### config.mk
export PLATFORM = sky130hd
export DESIGN_NAME = input_conditioner
export DESIGN_NICKNAME = d
export VERILOG_FILES = /design/src/rtl/input_conditioner.sv
export SDC_FILE = /design/constraint.sdc
export NUM_CORES = 1
export LEC_CHECK = 0
export CAP_MARGIN = 20
export CORE_MARGIN = 2
export CORE_UTILIZATION = 50
export DETAILED_ROUTE_END_ITERATION = 6
export GPL_TIMING_DRIVEN = 0
export PLACE_DENSITY_LB_ADDON = 0.2
export SLEW_MARGIN = 20
export SYNTH_ARGS = -nofsm -noshare
export SYNTH_HDL_FRONTEND = slang
export SYNTH_SLANG_ARGS = --single-unit
### constraint.sdc
create_clock -name clk -period 2.6 [get_ports clk]
set_input_delay 0.52 -clock clk [delete_from_list [all_inputs] [get_ports clk]]
set_output_delay 0.52 -clock clk [all_outputs]
set_load 0.05 [all_outputs]
### src/rtl/input_conditioner.sv
// Multi-channel input conditioner: N-flop synchronizer, sample-tick debouncer
// and registered rising/falling edge pulses per channel.
`timescale 1ns/1ps
module input_conditioner #(
  parameter int WIDTH          = 1,
  parameter int SYNC_STAGES    = 2,
  parameter int SAMPLE_CNT_MAX = 62500,
  parameter int PULSE_CNT_MAX  = 200
) (
  input  logic             clk,
  input  logic             rst,
  input  logic [WIDTH-1:0] async_signal,
  output logic [WIDTH-1:0] sync_signal,
  output logic [WIDTH-1:0] debounced_signal,
  output logic [WIDTH-1:0] rising_pulse,
  output logic [WIDTH-1:0] falling_pulse
);

  localparam int SCNT_W = (SAMPLE_CNT_MAX > 1) ? $clog2(SAMPLE_CNT_MAX) : 1;
  localparam int PCNT_W = (PULSE_CNT_MAX > 1) ? $clog2(PULSE_CNT_MAX + 1) : 1;
  localparam logic [SCNT_W-1:0] SCNT_LAST = SCNT_W'(SAMPLE_CNT_MAX - 1);
  localparam logic [PCNT_W-1:0] PCNT_LAST = PCNT_W'(PULSE_CNT_MAX - 1);

  if (SYNC_STAGES < 2) begin : g_bad_sync
    $error("input_conditioner: SYNC_STAGES must be >= 2");
  end
  if (SAMPLE_CNT_MAX < 1) begin : g_bad_sample
    $error("input_conditioner: SAMPLE_CNT_MAX must be >= 1");
  end
  if (PULSE_CNT_MAX < 1) begin : g_bad_pulse
    $error("input_conditioner: PULSE_CNT_MAX must be >= 1");
  end

  logic [SYNC_STAGES-1:0][WIDTH-1:0] sync_q, sync_d;
  logic [SCNT_W-1:0]                 sample_cnt_q, sample_cnt_d;
  logic                              tick;
  logic [WIDTH-1:0]                  deb_q, deb_d;
  logic [WIDTH-1:0]                  rise_q, rise_d;
  logic [WIDTH-1:0]                  fall_q, fall_d;
  logic [WIDTH-1:0]                  toggle;

  // Plain shift chain: stage 0 is the only flop that sees the raw async input.
  always_comb begin
    sync_d = {sync_q[SYNC_STAGES-2:0], async_signal};
  end

  always_comb begin
    tick         = (sample_cnt_q == SCNT_LAST);
    sample_cnt_d = tick ? '0 : sample_cnt_q + 1'b1;
  end

  always_ff @(posedge clk or posedge rst) begin
    if (rst) begin
      sync_q       <= '0;
      sample_cnt_q <= '0;
    end else begin
      sync_q       <= sync_d;
      sample_cnt_q <= sample_cnt_d;
    end
  end

  assign sync_signal = sync_q[SYNC_STAGES-1];

  genvar gi;
  generate
    for (gi = 0; gi < WIDTH; gi++) begin : g_chan
      logic [PCNT_W-1:0] cnt_q, cnt_d;
      logic              mismatch;

      // Any return to the current level restarts filtering from zero.
      always_comb begin
        mismatch = sync_signal[gi] ^ deb_q[gi];
        cnt_d    = cnt_q;
        if (!mismatch) begin
          cnt_d = '0;
        end else if (tick) begin
          cnt_d = (cnt_q == PCNT_LAST) ? '0 : cnt_q + 1'b1;
        end
      end

      assign toggle[gi] = mismatch & tick & (cnt_q == PCNT_LAST);

      always_ff @(posedge clk or posedge rst) begin
        if (rst) begin
          cnt_q <= '0;
        end else begin
          cnt_q <= cnt_d;
        end
      end
    end
  endgenerate

  always_comb begin
    deb_d  = deb_q ^ toggle;
    rise_d = toggle & ~deb_q;
    fall_d = toggle & deb_q;
  end

  always_ff @(posedge clk or posedge rst) begin
    if (rst) begin
      deb_q  <= '0;
      rise_q <= '0;
      fall_q <= '0;
    end else begin
      deb_q  <= deb_d;
      rise_q <= rise_d;
      fall_q <= fall_d;
    end
  end

  assign debounced_signal = deb_q;
  assign rising_pulse     = rise_q;
  assign falling_pulse    = fall_q;

endmodule

==> metrics.txt, run 1 <==
# TYPE chip_impl_metric gauge
chip_impl_info{name="crit-reg2reg-capture",value="debounced_signal$_DFF_PP0_"} 1
chip_impl_metric{name="crit_path_max_incr_delay",unit="ns"} 0.42
chip_impl_metric{name="pre_cts_slack",unit="ns"} 0.496
chip_impl_info{name="tritoncts",value="built"} 1
chip_impl_metric{name="die-area",unit="um^2"} 3190
chip_impl_metric{name="clock_latency",unit="ns"} 0.33
chip_impl_info{name="hold_path_end",value="sync_signal$_DFF_PP0_"} 1
chip_impl_metric{name="fmaxAchievable",unit="MHz"} 466
chip_impl_metric{name="clock_skew",unit="ns"} 0.00717
chip_impl_metric{name="ir_drop",unit="mV"} 0.392
chip_impl_metric{name="worstPathRequired",unit="ns"} 2.87
chip_impl_info{name="r2r_start",value="sample_cnt_q[0]$_DFF_PP0_"} 1
chip_impl_metric{name="number_of_clock_sinks",unit=""} 29
chip_impl_metric{name="synth.lib_cells_used.distinct",unit=""} 29
chip_impl_metric{name="post_route_drc_violation_count",unit=""} 0
chip_impl_metric{name="n_antenna_cell",unit=""} 0
chip_impl_info{name="final_common_cell",value="sky130_fd_sc_hd__dfrtp_1"} 1
chip_impl_metric{name="cts-hold-fix-buffers",unit=""} 0
chip_impl_metric{name="synth_edf_count",unit=""} 0
chip_impl_metric{name="met1Wirelength",unit="um"} 1160
chip_impl_metric{name="setup_total_negative_slack",unit="ns"} 0
chip_impl_metric{name="synth_async_sr_flop_share",unit="%"} 100
chip_impl_metric{name="port_buffers",unit=""} 6
chip_impl_info{name="clock-root-buffer",value="sky130_fd_sc_hd__clkbuf_4"} 1
chip_impl_metric{name="dieHeight",unit="um"} 56.4
chip_impl_metric{name="netSwitchingPower",unit="mW"} 0.165
chip_impl_metric{name="powerDensity",unit="nW/um^2"} 479
chip_impl_info{name="cp-end-kind",value="flop"} 1
chip_impl_metric{name="place_hpwl",unit="um"} 1610
chip_impl_metric{name="timing.reg2reg.worst_path_depth",unit=""} 7
chip_impl_metric{name="place_area",unit="um^2"} 1470
chip_impl_info{name="run_status",value="finished, final reports clean"} 1
chip_impl_metric{name="timing.max_slew.rel_slack",unit="%"} 50.4
chip_impl_info{name="min-delay-start",value="sync_d[1]$_DFF_PP0_"} 1
chip_impl_info{name="worst_path_max_delay_cell",value="sky130_fd_sc_hd__dfrtp_1"} 1
chip_impl_metric{name="synth_area",unit="um^2"} 1380
chip_impl_info{name="synth_flop_cell",value="sky130_fd_sc_hd__dfrtp_1"} 1
chip_impl_metric{name="std_cell_rows",unit=""} 19
chip_impl_metric{name="route.met3.wl",unit="um"} 137
chip_impl_metric{name="floorplan.initialDensity",unit="%"} 51.2
chip_impl_metric{name="p_int",unit="mW"} 0.565
chip_impl_metric{name="syn-instance-count",unit=""} 130
chip_impl_metric{name="cts-root-to-sink-buffers",unit=""} 2
chip_impl_metric{name="reg2reg_slack",unit="ns"} 0.45
chip_impl_info{name="path_delay_family",value="simple AND/OR/NAND/NOR gates"} 1
chip_impl_metric{name="cts_htree_levels",unit=""} 2
chip_impl_metric{name="combinationalPowerShare",unit="%"} 2.7
chip_impl_metric{name="place_inst",unit=""} 167
chip_impl_metric{name="p_leak",unit="nW"} 0.651
chip_impl_metric{name="grt_max_degree",unit=""} 30
chip_impl_metric{name="fp.coreArea",unit="um^2"} 2690
chip_impl_metric{name="hold_viol",unit=""} 0
chip_impl_metric{name="design.portCount",unit=""} 7
chip_impl_metric{name="grt_antenna_before_repair",unit=""} 0
chip_impl_metric{name="n_fill_cell",unit=""} 234
chip_impl_info{name="rsz0062_at_grt",value="false"} 1
chip_impl_metric{name="part_of_the_cycle_the_worst_path_needs",unit="%"} 82.5
chip_impl_metric{name="postSynthRegisterBits",unit=""} 29
chip_impl_metric{name="wl_met2",unit="um"} 1010
chip_impl_metric{name="seq_area_frac_synth",unit="%"} 52.8
chip_impl_metric{name="final_cells",unit=""} 175
chip_impl_info{name="dr_top_layer",value="met4"} 1
chip_impl_metric{name="final_core_utilization",unit="%"} 56.7
chip_impl_metric{name="seq_power_share",unit="%"} 62.1
chip_impl_metric{name="ant_nets",unit=""} 0
chip_impl_metric{name="gp_congestion",unit=""} 0.753
chip_impl_info{name="timing.critical_path.from_type",value="flop"} 1
chip_impl_metric{name="syn-mean-instance-area",unit="um^2"} 10.6
chip_impl_metric{name="chip_width",unit="um"} 56.4
chip_impl_metric{name="cts_made_buffers",unit=""} 5
chip_impl_info{name="hp-class",value="reg -> reg"} 1
chip_impl_metric{name="layout-area-overhead-vs-synth",unit="%"} 10.7
chip_impl_metric{name="drv.max_cap_violation_count",unit=""} 0
chip_impl_metric{name="yosys.area.top_type_share",unit="%"} 52.8
chip_impl_metric{name="grt_remaining_overflow",unit=""} 0
chip_impl_metric{name="layout-drive-gt1-share",unit="%"} 7.64
chip_impl_info{name="synth_top_cell_by_area",value="sky130_fd_sc_hd__dfrtp_1"} 1
chip_impl_metric{name="worst-endpoint-arrival",unit="ns"} 2.41
chip_impl_metric{name="globalRouteTotalUtil",unit="%"} 17.8
chip_impl_metric{name="critPathMaxFanout",unit=""} 10
chip_impl_metric{name="total_vias_in_the_final_route",unit=""} 993
chip_impl_info{name="critical_path_class",value="reg -> reg"} 1
chip_impl_metric{name="cts.repair.resized",unit=""} 0
chip_impl_metric{name="seq_area",unit="um^2"} 726
chip_impl_metric{name="wirelength",unit="um"} 2350
chip_impl_info{name="cp_cell_sequence",value="ha_1, and4b_1, nand4_2, clkbuf_1, nor3_1, ha_1, inv_1"} 1
chip_impl_metric{name="drt-initial-drc-count",unit=""} 29
chip_impl_metric{name="worst_hold_path.num_cells",unit=""} 0
chip_impl_metric{name="post-layout-total-power",unit="mW"} 0.730
chip_impl_metric{name="pin_slew_with_the_least_headroom_to_its_limit",unit="ns"} 0.739
chip_impl_metric{name="swShare",unit="%"} 22.6
chip_impl_metric{name="postLayoutSetupSlackWorst",unit="ns"} 0.455
chip_impl_metric{name="routedWlPerCell",unit="um"} 13.5
chip_impl_metric{name="via_count_of_the_first_global_routing_pass",unit=""} 968
chip_impl_metric{name="critPathBufInv",unit=""} 2
chip_impl_metric{name="cts.reportedPaths.clkPinSlew",unit="ns"} 0.09
chip_impl_metric{name="multi_input_comb_area",unit="um^2"} 626
chip_impl_info{name="synth.top_cells.by_area",value="sky130_fd_sc_hd__dfrtp_1, sky130_fd_sc_hd__xnor2_1, sky130_fd_sc_hd__ha_1, sky130_fd_sc_hd__nand2_1, sky130_fd_sc_hd__a21oi_1"} 1
chip_impl_metric{name="post_cts_repair_setup_buffers",unit=""} 0
chip_impl_metric{name="final_setup_violation_count",unit=""} 0
chip_impl_metric{name="fin_max_slew_vios",unit=""} 0
chip_impl_metric{name="fin_nets",unit=""} 150
chip_impl_metric{name="hold_ws",unit="ns"} 0.358
chip_impl_metric{name="finalCriticalPeriod",unit="ns"} 2.15
chip_impl_metric{name="finalInstanceArea",unit="um^2"} 1520
chip_impl_info{name="commonest_cells_after_routing_fill_and_taps_aside",value="sky130_fd_sc_hd__dfrtp_1, sky130_fd_sc_hd__nand2_1, sky130_fd_sc_hd__xnor2_1, sky130_fd_sc_hd__nor2_1"} 1
chip_impl_metric{name="detailedRoute.firstPassIterationCount",unit=""} 4
chip_impl_metric{name="route.detailed.vias_per_inst",unit=""} 5.67
chip_impl_metric{name="grt_first_pass_wirelength",unit="um"} 4260
chip_impl_info{name="critical_path.most_common_cell",value="sky130_fd_sc_hd__ha_1"} 1
chip_impl_metric{name="clkPwrFrac",unit="%"} 35.2
chip_impl_metric{name="post_synthesis_net_count",unit=""} 137
chip_impl_metric{name="yosys_warnings",unit=""} 0
## worst reg2reg max path: stages (launching register included)
cell and delay (ns):
sky130_fd_sc_hd__dfrtp_1 0.42, sky130_fd_sc_hd__ha_1 0.28, sky130_fd_sc_hd__and4b_1 0.26, sky130_fd_sc_hd__nand4_2 0.18, sky130_fd_sc_hd__clkbuf_1 0.28, sky130_fd_sc_hd__nor3_1 0.33, sky130_fd_sc_hd__ha_1 0.29, sky130_fd_sc_hd__inv_1 0.05
## final cells by class
| class | instances | area share, % |
|---|---|---|
| clock buffers | 8 | 3.20 |
| inverters | 4 | 0.986 |
| well taps | 31 | 2.55 |
| repair buffers | 6 | 3.94 |
| plain buffers | 2 | 0.575 |
| multi-input cells | 95 | 41.1 |
| flip-flops and latches | 29 | 47.7 |
## sequential cells by signal, indices dropped and copies added (netlist names)
signal and count:
sample_cnt_q 16, g_chan.cnt_q 8, debounced_signal 1, falling_pulse 1, rising_pulse 1, sync_d 1
sync_signal 1
## worst max path at each step
stage,startpoint,end,slack [ns],depth (start not counted)
after floorplan,sample_cnt_q[0]$_DFF_PP0_,debounced_signal$_DFF_PP0_,0.81,7
after global placement,sample_cnt_q[0]$_DFF_PP0_,debounced_signal$_DFF_PP0_,0.51,7
after detailed placement,sample_cnt_q[0]$_DFF_PP0_,debounced_signal$_DFF_PP0_,0.50,7
after CTS,debounced_signal$_DFF_PP0_,debounced_signal,0.47,1
after global routing,sample_cnt_q[0]$_DFF_PP0_,debounced_signal$_DFF_PP0_,0.25,7
final,sample_cnt_q[0]$_DFF_PP0_,debounced_signal$_DFF_PP0_,0.45,7
## cells by family (layout without fill, tap and decap cells)
kind of cell,count (synthesis),after routing,share of synthesized area (%)
AO/OA/AOI/OAI,16,16,6.28
XOR/XNOR,14,14,8.92
adder cells (fa/ha/maj),4,4,3.64
buffers and inverters,6,20,1.73
flip-flops,29,29,52.8
multiplexers,1,1,0.728
AND/OR/NAND/NOR,60,60,25.9
## power by group through the flow
stage                     clock network [mW]  logic (mW)  registers (mW)
after global placement                     0      0.0203           0.462
after CTS                              0.267      0.0206           0.453
after detailed placement                   0      0.0207           0.462
final                                  0.257      0.0199           0.453
after floorplan                            0     0.00957           0.465
after global routing                   0.286      0.0230           0.453
## layer usage
| layer | global-route usage, % | vias to the layer above |
|---|---|---|
| li1 | - | 492 |
| met4 | 8.16 | 0 |
| met2 | 26.1 | 22 |
| met3 | 6.22 | 5 |
| met1 | 23.7 | 474 |
| met5 | 0 | - |
## synthesized netlist by cell type (2+ instances only)
cell type / count
sky130_fd_sc_hd__or4_1: 3
sky130_fd_sc_hd__o21ai_0: 5
sky130_fd_sc_hd__or3_1: 3
sky130_fd_sc_hd__a21oi_1: 9
sky130_fd_sc_hd__xor2_1: 3
sky130_fd_sc_hd__and2_1: 2
sky130_fd_sc_hd__nor3_1: 3
sky130_fd_sc_hd__nand2_1: 13
sky130_fd_sc_hd__ha_1: 4
sky130_fd_sc_hd__nor2_1: 10
sky130_fd_sc_hd__nand4_1: 5
sky130_fd_sc_hd__xnor2_1: 11
sky130_fd_sc_hd__nand3_1: 9
sky130_fd_sc_hd__nor4_1: 3
sky130_fd_sc_hd__inv_1: 4
sky130_fd_sc_hd__dfrtp_1: 29
sky130_fd_sc_hd__and3_1: 2
No activity file was read; power rests on OpenSTA's default activity.
==> run 2, diff against run 1 <==
==> constraint.sdc (replaced) <==
create_clock -name clk -period 1.9 [get_ports clk]
set_input_delay 0.38 -clock clk [delete_from_list [all_inputs] [get_ports clk]]
set_output_delay 0.38 -clock clk [all_outputs]
set_load 0.05 [all_outputs]
==> metrics.txt, run 2 (synthesis gave the netlist of run 1 again) <==
# TYPE chip_impl_metric gauge
chip_impl_info{name="run_status",value="finished, final reports clean"} 1
chip_impl_metric{name="ant_nets",unit=""} 0
chip_impl_metric{name="gr-usage-met2",unit="%"} 26.1
chip_impl_info{name="cp_cell_sequence",value="clkdlybuf4s50_1"} 1
chip_impl_metric{name="grt_use_met1",unit="%"} 23.8
chip_impl_metric{name="cts-hold-fix-buffers",unit=""} 0
chip_impl_metric{name="std_cell_rows",unit=""} 19
chip_impl_metric{name="die-area",unit="um^2"} 3190
chip_impl_metric{name="gp_congestion",unit=""} 0.753
chip_impl_metric{name="route.detailed.vias_per_inst",unit=""} 5.63
chip_impl_info{name="timing.critical_path.from_type",value="flop"} 1
chip_impl_metric{name="hold_viol",unit=""} 0
chip_impl_metric{name="grt_antenna_before_repair",unit=""} 0
chip_impl_metric{name="p_leak",unit="nW"} 0.662
chip_impl_metric{name="place_hpwl",unit="um"} 1610
chip_impl_info{name="critical_path_class",value="reg -> out"} 1
chip_impl_metric{name="clock_skew",unit="ns"} 0.00680
chip_impl_metric{name="reg2reg_slack",unit="ns"} 0.10
chip_impl_info{name="top_register",value="sample_cnt_q"} 1
chip_impl_info{name="gr-max-usage-layer",value="met2"} 1
chip_impl_metric{name="grt_first_pass_wirelength",unit="um"} 4260
chip_impl_info{name="cp-end-kind",value="output pin"} 1
chip_impl_metric{name="globalRouteTotalUtil",unit="%"} 17.9
chip_impl_info{name="tritoncts",value="built"} 1
chip_impl_metric{name="number_of_clock_sinks",unit=""} 29
chip_impl_metric{name="design.portCount",unit=""} 7
chip_impl_info{name="path_delay_family",value="buffers and inverters"} 1
chip_impl_metric{name="n_antenna_cell",unit=""} 0
chip_impl_metric{name="worst-endpoint-arrival",unit="ns"} 1.45
chip_impl_metric{name="layout-drive-gt1-share",unit="%"} 11.1
chip_impl_info{name="r2r_start",value="sample_cnt_q[0]$_DFF_PP0_"} 1
chip_impl_metric{name="drv.max_cap_violation_count",unit=""} 0
chip_impl_metric{name="grt_remaining_overflow",unit=""} 0
chip_impl_info{name="crit-reg2reg-capture",value="debounced_signal$_DFF_PP0_"} 1
chip_impl_metric{name="worstPathRequired",unit="ns"} 1.52
chip_impl_metric{name="floorplan.initialDensity",unit="%"} 51.2
chip_impl_metric{name="detailedRoute.firstPassIterationCount",unit=""} 4
chip_impl_metric{name="layout-area-overhead-vs-synth",unit="%"} 13.4
chip_impl_metric{name="powerDensity",unit="nW/um^2"} 640
chip_impl_metric{name="fin_nets",unit=""} 150
chip_impl_metric{name="fin_max_slew_vios",unit=""} 0
chip_impl_metric{name="critPathMaxFanout",unit=""} 1
chip_impl_metric{name="critPathBufInv",unit=""} 1
chip_impl_metric{name="clock_latency",unit="ns"} 0.32
chip_impl_metric{name="finalCriticalPeriod",unit="ns"} 1.83
chip_impl_info{name="worst_path_max_delay_cell",value="sky130_fd_sc_hd__clkdlybuf4s50_1"} 1
chip_impl_metric{name="part_of_the_cycle_the_worst_path_needs",unit="%"} 96.4
chip_impl_metric{name="cts.repair.resized",unit=""} 8
chip_impl_metric{name="pin_slew_with_the_least_headroom_to_its_limit",unit="ns"} 0.736
chip_impl_metric{name="cts-root-to-sink-buffers",unit=""} 2
chip_impl_info{name="rsz0062_at_grt",value="false"} 1
chip_impl_info{name="biggestRegsByFlops",value="sample_cnt_q (16), g_chan.cnt_q (8)"} 1
chip_impl_metric{name="post_cts_repair_setup_buffers",unit=""} 0
chip_impl_metric{name="crit_path_max_incr_delay",unit="ns"} 0.80
chip_impl_metric{name="post-layout-total-power",unit="mW"} 0.997
chip_impl_metric{name="grt_max_degree",unit=""} 30
chip_impl_metric{name="fp.coreArea",unit="um^2"} 2690
chip_impl_metric{name="ir_drop",unit="mV"} 0.538
chip_impl_metric{name="routedWlPerCell",unit="um"} 13.5
chip_impl_info{name="commonest_cells_after_routing_fill_and_taps_aside",value="sky130_fd_sc_hd__dfrtp_1, sky130_fd_sc_hd__nand2_1, sky130_fd_sc_hd__xnor2_1, sky130_fd_sc_hd__nor2_1"} 1
chip_impl_metric{name="max_reg_flops",unit=""} 16
chip_impl_metric{name="wirelength",unit="um"} 2370
chip_impl_metric{name="via_count_of_the_first_global_routing_pass",unit=""} 972
chip_impl_metric{name="n_fill_cell",unit=""} 230
chip_impl_metric{name="worst_hold_path.num_cells",unit=""} 0
chip_impl_metric{name="cts_made_buffers",unit=""} 5
chip_impl_metric{name="dieHeight",unit="um"} 56.4
chip_impl_metric{name="final_setup_violation_count",unit=""} 0
chip_impl_metric{name="cts_htree_levels",unit=""} 2
chip_impl_info{name="final_common_cell",value="sky130_fd_sc_hd__dfrtp_1"} 1
chip_impl_metric{name="port_buffers",unit=""} 6
chip_impl_metric{name="drt-initial-drc-count",unit=""} 29
chip_impl_metric{name="timing.max_slew.rel_slack",unit="%"} 50.6
chip_impl_info{name="min-delay-start",value="sync_d[1]$_DFF_PP0_"} 1
chip_impl_metric{name="grt_util_met3",unit="%"} 6.22
chip_impl_info{name="clock-root-buffer",value="sky130_fd_sc_hd__clkbuf_4"} 1
chip_impl_info{name="hold_path_end",value="sync_signal$_DFF_PP0_"} 1
chip_impl_info{name="hp-class",value="reg -> reg"} 1
chip_impl_metric{name="post_route_drc_violation_count",unit=""} 0
chip_impl_metric{name="total_vias_in_the_final_route",unit=""} 986
chip_impl_metric{name="fmaxAchievable",unit="MHz"} 546
chip_impl_metric{name="timing.reg2reg.worst_path_depth",unit=""} 7
chip_impl_metric{name="cts.reportedPaths.clkPinSlew",unit="ns"} 0.08
chip_impl_metric{name="chip_width",unit="um"} 56.4
chip_impl_metric{name="hold_ws",unit="ns"} 0.357
run 2: changes by cell type in the layout (fill, tap and decap cells not counted), moves of 2 or more:
cell,before,now
sky130_fd_sc_hd__clkdlybuf4s50_1,6,4
sky130_fd_sc_hd__dfrtp_1,29,27
sky130_fd_sc_hd__dfrtp_2,0,2
sky130_fd_sc_hd__dlygate4sd2_1,0,2
run 2: layer usage:
layer | up-vias | wire length (um)
li1 | 491 | -
met1 | 478 | 1160
met2 | 12 | 1060
met3 | 5 | 97
met4 | 0 | 50
met5 | - | 0
run 2: area by class of cell:
type	count	area [um^2]	share of cell area [%]
buffer	2	18.8	1.20
clock buffer	8	48.8	3.13
inverter	4	15.0	0.963
multi-input combinational	95	652	41.8
sequential	29	728	46.7
tap	31	38.8	2.49
timing repair buffer	6	57.6	3.69
run 2: report_power, final:
group / switching, mW / total, mW / internal, mW
registers: 0.00129 / 0.620 / 0.619
clock network: 0.204 / 0.351 / 0.147
logic: 0.0203 / 0.0264 / 0.00610
total: 0.225 / 0.997 / 0.772
run 2: through the flow:
step	cells	instance area [um^2]	setup WS (ns)	util (%)	TNS, ns
after detailed placement	167	1470	-0.204	54.9	-0.367
after CTS	175	1550	0.0275	57.6	0
after global placement	167	1470	-0.192	54.9	-0.305
after global routing	175	1560	0.00195	58.0	0
after floorplan	130	1380	0.113	-	0
final	175	1560	0.0679	58.0	0
run 2: worst max-delay path by stage:
stage | start | endpoint | slack (ns) | cells after the start
after floorplan | sample_cnt_q[0]$_DFF_PP0_ | debounced_signal$_DFF_PP0_ | 0.11 | 7
after global placement | sample_cnt_q[0]$_DFF_PP0_ | debounced_signal$_DFF_PP0_ | -0.19 | 7
after detailed placement | sample_cnt_q[0]$_DFF_PP0_ | debounced_signal$_DFF_PP0_ | -0.20 | 7
after CTS | sample_cnt_q[0]$_DFF_PP0_ | debounced_signal$_DFF_PP0_ | 0.03 | 7
after global routing | sample_cnt_q[0]$_DFF_PP0_ | debounced_signal$_DFF_PP0_ | 0.002 | 7
final | rising_pulse$_DFF_PP0_ | rising_pulse | 0.07 | 1
